## src/rtl/frame_scanout.sv

```systemverilog
// Frame buffer scan-out: reads 16-pixel CD SRAM words and serialises them into a
// one-pixel-per-cycle valid/ready stream, prefetching the next word while one drains.
module frame_scanout #(
  parameter int H_PIX  = 1280,
  parameter int V_PIX  = 720,
  parameter int ADDR_W = 16
) (
  input  logic              clk,
  input  logic              rst,
  input  logic              start,
  output logic              sram_rd_en,
  output logic [ADDR_W-1:0] sram_addr,
  input  logic [383:0]      sram_rdata,
  output logic              pix_valid,
  input  logic              pix_ready,
  output logic [23:0]       pix_rgb,
  output logic              pix_sol,
  output logic              pix_eol,
  output logic              pix_eof,
  output logic              busy,
  output logic              done
);

  localparam int unsigned N_WORDS = (H_PIX * V_PIX) / 16;
  localparam int unsigned CNT_W   = $clog2(N_WORDS + 1);
  localparam int unsigned XW      = $clog2(H_PIX + 1);
  localparam int unsigned YW      = $clog2(V_PIX + 1);
  localparam logic [CNT_W-1:0] N_WORDS_C = CNT_W'(N_WORDS);
  localparam logic [XW-1:0]    X_LAST    = XW'(H_PIX - 1);
  localparam logic [YW-1:0]    Y_LAST    = YW'(V_PIX - 1);

  typedef enum logic [1:0] {S_IDLE, S_FILL, S_RUN, S_DONE} state_t;

  state_t             r_state, w_state_nxt;
  logic [383:0]       r_shift, r_next;
  logic               r_next_full;
  logic               r_rd_en, r_rd_pend;
  logic [ADDR_W-1:0]  r_addr;
  logic [CNT_W-1:0]   r_fetched;
  logic [3:0]         r_lane;
  logic               r_valid;
  logic [XW-1:0]      r_x;
  logic [YW-1:0]      r_y;

  logic w_hs, w_lane_end, w_x_last, w_y_last, w_frame_end;
  logic w_start, w_issue, w_direct, w_to_buf;

  assign w_hs        = r_valid && pix_ready;
  assign w_lane_end  = w_hs && (r_lane == 4'd15);
  assign w_x_last    = (r_x == X_LAST);
  assign w_y_last    = (r_y == Y_LAST);
  assign w_frame_end = w_hs && w_x_last && w_y_last;
  assign w_start     = (r_state == S_IDLE) && start;

  // One read outstanding at most, and only when the buffer is empty or emptying now.
  assign w_issue = ((r_state == S_FILL) || (r_state == S_RUN)) &&
                   (!r_next_full || w_lane_end) && !r_rd_en && !r_rd_pend &&
                   (r_fetched < N_WORDS_C);

  // Returning data bypasses the buffer when the shift register needs it this cycle.
  assign w_direct = r_rd_pend && (r_state == S_RUN) &&
                    ((w_lane_end && !r_next_full && !w_frame_end) || !r_valid);
  assign w_to_buf = r_rd_pend && (r_state == S_RUN) && !w_direct;

  always_ff @(posedge clk or posedge rst) begin
    if (rst) r_state <= S_IDLE;
    else     r_state <= w_state_nxt;
  end

  always_comb begin
    w_state_nxt = r_state;
    busy        = 1'b0;
    done        = 1'b0;
    case (r_state)
      S_IDLE: if (start) w_state_nxt = S_FILL;
      S_FILL: begin
        busy = 1'b1;
        if (r_rd_pend) w_state_nxt = S_RUN;
      end
      S_RUN: begin
        busy = 1'b1;
        if (w_frame_end) w_state_nxt = S_DONE;
      end
      S_DONE: begin
        done        = 1'b1;
        w_state_nxt = S_IDLE;
      end
      default: w_state_nxt = S_IDLE;
    endcase
  end

  always_ff @(posedge clk or posedge rst) begin
    if (rst) begin
      r_shift     <= '0;
      r_next      <= '0;
      r_next_full <= 1'b0;
      r_rd_en     <= 1'b0;
      r_rd_pend   <= 1'b0;
      r_addr      <= '0;
      r_fetched   <= '0;
      r_lane      <= '0;
      r_valid     <= 1'b0;
      r_x         <= '0;
      r_y         <= '0;
    end else begin
      r_rd_en   <= w_start || w_issue;
      r_rd_pend <= r_rd_en;
      if (w_start) begin
        r_addr    <= '0;
        r_fetched <= CNT_W'(1);
      end else if (w_issue) begin
        r_addr    <= r_addr + 1'b1;
        r_fetched <= r_fetched + 1'b1;
      end

      if (w_to_buf) begin
        r_next      <= sram_rdata;
        r_next_full <= 1'b1;
      end else if (w_lane_end && r_next_full) begin
        r_next_full <= 1'b0;
      end

      case (r_state)
        S_IDLE: if (start) begin
          r_lane      <= '0;
          r_valid     <= 1'b0;
          r_x         <= '0;
          r_y         <= '0;
          r_next_full <= 1'b0;
        end
        S_FILL: if (r_rd_pend) begin
          r_shift <= sram_rdata;
          r_lane  <= '0;
          r_valid <= 1'b1;
        end
        S_RUN: begin
          if (w_hs) begin
            if (w_x_last) begin
              r_x <= '0;
              r_y <= w_y_last ? '0 : r_y + 1'b1;
            end else begin
              r_x <= r_x + 1'b1;
            end
            if (w_lane_end) begin
              r_lane <= '0;
              if (w_frame_end)      r_valid <= 1'b0;
              else if (r_next_full) r_shift <= r_next;
              else if (r_rd_pend)   r_shift <= sram_rdata;
              else                  r_valid <= 1'b0;
            end else begin
              r_lane  <= r_lane + 1'b1;
              r_shift <= {24'h000000, r_shift[383:24]};
            end
          end else if (!r_valid && r_rd_pend) begin
            r_shift <= sram_rdata;
            r_valid <= 1'b1;
          end
        end
        default: ;
      endcase
    end
  end

  assign sram_rd_en = r_rd_en;
  assign sram_addr  = r_addr;
  assign pix_valid  = r_valid;
  assign pix_rgb    = r_shift[23:0];
  assign pix_sol    = r_valid && (r_x == '0);
  assign pix_eol    = r_valid && w_x_last;
  assign pix_eof    = r_valid && w_x_last && w_y_last;

endmodule
```

## config.mk

```make
export PLATFORM = sky130hd
export DESIGN_NAME = frame_scanout
export DESIGN_NICKNAME = d
export VERILOG_FILES = /design/src/rtl/frame_scanout.sv
export SDC_FILE = /design/constraint.sdc
export NUM_CORES = 2
export LEC_CHECK = 0
export ABC_AREA = 0
export CORE_MARGIN = 10
export CORE_UTILIZATION = 59
export CTS_CLUSTER_DIAMETER = 40
export CTS_CLUSTER_SIZE = 8
export DETAILED_ROUTE_END_ITERATION = 6
export GPL_ROUTABILITY_DRIVEN = 0
export MAX_ROUTING_LAYER = met4
export PLACE_DENSITY_LB_ADDON = 0.1
export SLEW_MARGIN = 20
export SYNTH_ARGS = -nofsm -noshare
export SYNTH_HDL_FRONTEND = slang
export SYNTH_SLANG_ARGS = --single-unit
```

## constraint.sdc

```tcl
create_clock -name clk -period 33.9 [get_ports clk]
set_input_delay 6.78 -clock clk [delete_from_list [all_inputs] [get_ports clk]]
set_output_delay 6.78 -clock clk [all_outputs]
set_load 0.03 [all_outputs]
```

==> out/results.txt <==
# port buffers: 434
Initial antenna violation count: 34
Hpwl dp: 85300 µm
Endpoints failing setup: 0
Synth Warn #: 0
Vias per inst: 6.57
Total setup buffers inserted after CTS: 0
Die height: 302 µm
Placed cells: 5492
Fillers: 5822
Setup CP Type: input port to register
Antenna Violating Nets Remaining: 0
Via Count: 37900
Reg-to-reg setup timing slack: 29.14 ns
Data required, critical path: 34.50 ns
Final #Nets: 4987
Critical Path AT: 11.08 ns
Syn avg cell area: 10.7 µm²
Slew @ Worst Pin: 1.30 ns
Fin crit period: 10.48 ns
Fin crit share: 0.309
Yosys top cell by area: dfrtp_1
Area occupied by multi-input gates: 23800 µm²
EDFF count, synth: 0
Drt total wl: 142000 µm
Worst setup margin: 23.42 ns
Total global routing overflow: 0
RSZ-0062 raised after global routing: no
Fmax: 0.0954 GHz
Pre-Repair DR Iteration Count: 5
Largest cells by area after synthesis: dfrtp_1 (44%), mux2_2 (11%), mux2i_1 (7.7%)
Syn_nets: 4788
Mapped cell area: 47100 µm²
Gate Count Post-Synth: 4390
Yosys reg bits: 831
Share of Yosys cell area claimed by the top area cell type: 0.442
Critical Path Max Stage Delay: 0.83 ns
Tot GR Track Use: 0.310
Number of CTS-inserted buffers: 144
DRC viols: 0
# clock sinks: 831
Crit-path cells: clkdlybuf4s50_1, and3_4, buf_4, buf_12, a21oi_1, nand2_1, o2bb2ai_1
Status: complete, no violations
CP Capture Type: register
Synth async-reset ratio: 1.00
CP max stage cell: buf_4
Hold Path Class: register to register
PD cells: 99.9 nW/µm²
Max-slew violations: 0
Worst-skew pair later-pin latency: 0.73 ns
Initial drt markers: 3653
R2R depth: 7
Peak VDD IR: 0.115 mV
Share of layout cells above drive strength 1: 0.162
Layout Skew: 0.0356 ns
Final Cell Area: 56200 µm²
Final std cells w/o fill: 5766
Hold Vio Cnt, Final: 0
Max clock buf depth: 3
CTS tree: done
Core area: 79000 µm²
Placed Area: 51400 µm²
Startpoint types: input port
P&R area growth vs syn: 19.4%
Count of cell types in the netlist: 60
Tot Pwr: 5.61 mW
Post_cts resized: 0
Max Cap Viol: 0
Post-synthesis sequential area ratio: 0.442
Top_reg_cell synth: dfrtp_1
Htree depth: 4
First-pass GRT wire length: 221000 µm
Starting density of the core: 0.596
Vias in the first global route: 37400
Worst slack, placed: 22.86 ns
Hold depth: 0
# IOs: 435
Drt wl/cell: 24.7 µm
Setup TNS: 0 ns
FF+latch area: 20800 µm²
DIE WIDTH: 302 µm
Hold_buf cts: 0
CP Max Fanout: 173
Max_slew headroom: 0.131
Rows: 103
Leakage: 24.6 nW
Root Driver: clkbuf_16
Die area: 91500 µm²
Pin count of the biggest net entering global routing: 254
CTS clock-pin slew for the worst setup and hold paths: 0.05 ns
flip-flops by register name, indices dropped and copies added, names as in the netlist, 2 cells and up:
register / flops
r_shift: 384
r_x: 11
r_fetched: 16
r_next: 384
sram_addr: 16
r_y: 10
r_state: 2
r_lane: 4
stage by stage:
stage / hold slack [ns] / util
after floorplan: 0.451 / -
after detailed placement: 0.427 / 0.650
after CTS: 0.449 / 0.710
final: 0.451 / 0.711
after global placement: 0.424 / 0.650
after global routing: 0.471 / 0.711
where the power goes:
group | switching [mW] | internal, mW
registers | 0.305 | 1.48
clock network | 0.507 | 0.908
logic | 1.34 | 1.07
total | 2.15 | 3.46
worst max-delay path, delay by kind of cell:
| family | cells | cell delay (ns) |
|---|---|---|
| buf+inv | 3 | 2.20 |
| simple gates | 2 | 1.55 |
| compound gates | 2 | 0.34 |
worst paths after layout:
path / startpoint / to
worst max-delay path: pix_ready / r_shift[378]
worst min-delay path: sram_rd_en / r_rd_pend
worst max register to register: r_y[4] / r_next[187]
worst min register to register: sram_rd_en / r_rd_pend
max in group asynchronous: rst / r_next[30]
min in group asynchronous: rst / r_next[231]
Yosys cell counts, drive strengths merged (2+ instances only):
cell type and n:
nor3b 4, or2 3, or3 15, a22o 195
nor4 16, nor2 46, a31oi 3, nand3 28
nor3 14, nand2 86, and3 9, mux2 745
o31ai 11, buf 152, ha 10, dfrtp 831
clkbuf 280, o21a 2, mux2i 364, nor4b 3
clkinv 2, o211ai 2, or4 3, a21oi 372
o21ai 570, a22oi 25, o2bb2ai 192, and4 3
nor2b 5, a221oi 168, nand4 7, inv 176
xor2 7, and2 2, xnor2 22
layout by cell type (no fill, tap or decap), types with 39 or more instances in the layout:
cell type / count
dfrtp_1: 830
a221oi_1: 168
o2bb2ai_1: 192
mux2_1: 276
buf_4: 43
inv_1: 175
a21oi_1: 372
mux2_2: 469
o21ai_0: 570
a22o_1: 195
nor2_1: 45
nand2_1: 85
clkdlybuf4s50_1: 434
mux2i_1: 364
clkbuf_16: 147
diode_2: 39
kinds of logic after synthesis:
family | count (synthesis) | synth area share
AO/OA/AOI/OAI | 1553 | 0.213
XOR/XNOR | 29 | 0.00540
adder cells (fa/ha/maj) | 10 | 0.00266
buffers and inverters | 610 | 0.0558
flip-flops | 831 | 0.442
multiplexers | 1109 | 0.256
AND/OR/NAND/NOR | 248 | 0.0258
area by class of cell:
type                    count  share of cell area
repair buffers            485              0.0858
clock buffers             193              0.0732
flip-flops and latches    831               0.370
inverters                 178              0.0122
diodes                     39             0.00174
multi-input cells        2949               0.423
clock inverters            41              0.0108
well taps                1050              0.0234
metal layers:
| metal | wire length [µm] | up-vias | global-route usage |
|---|---|---|---|
| li1 | - | 16900 | - |
| met1 | 61300 | 19200 | 0.426 |
| met2 | 66900 | 1484 | 0.459 |
| met3 | 10100 | 244 | 0.0532 |
| met4 | 3990 | 0 | 0.111 |
| met5 | 0 | - | - |
Note: power is estimated with default switching activity, not from simulation.
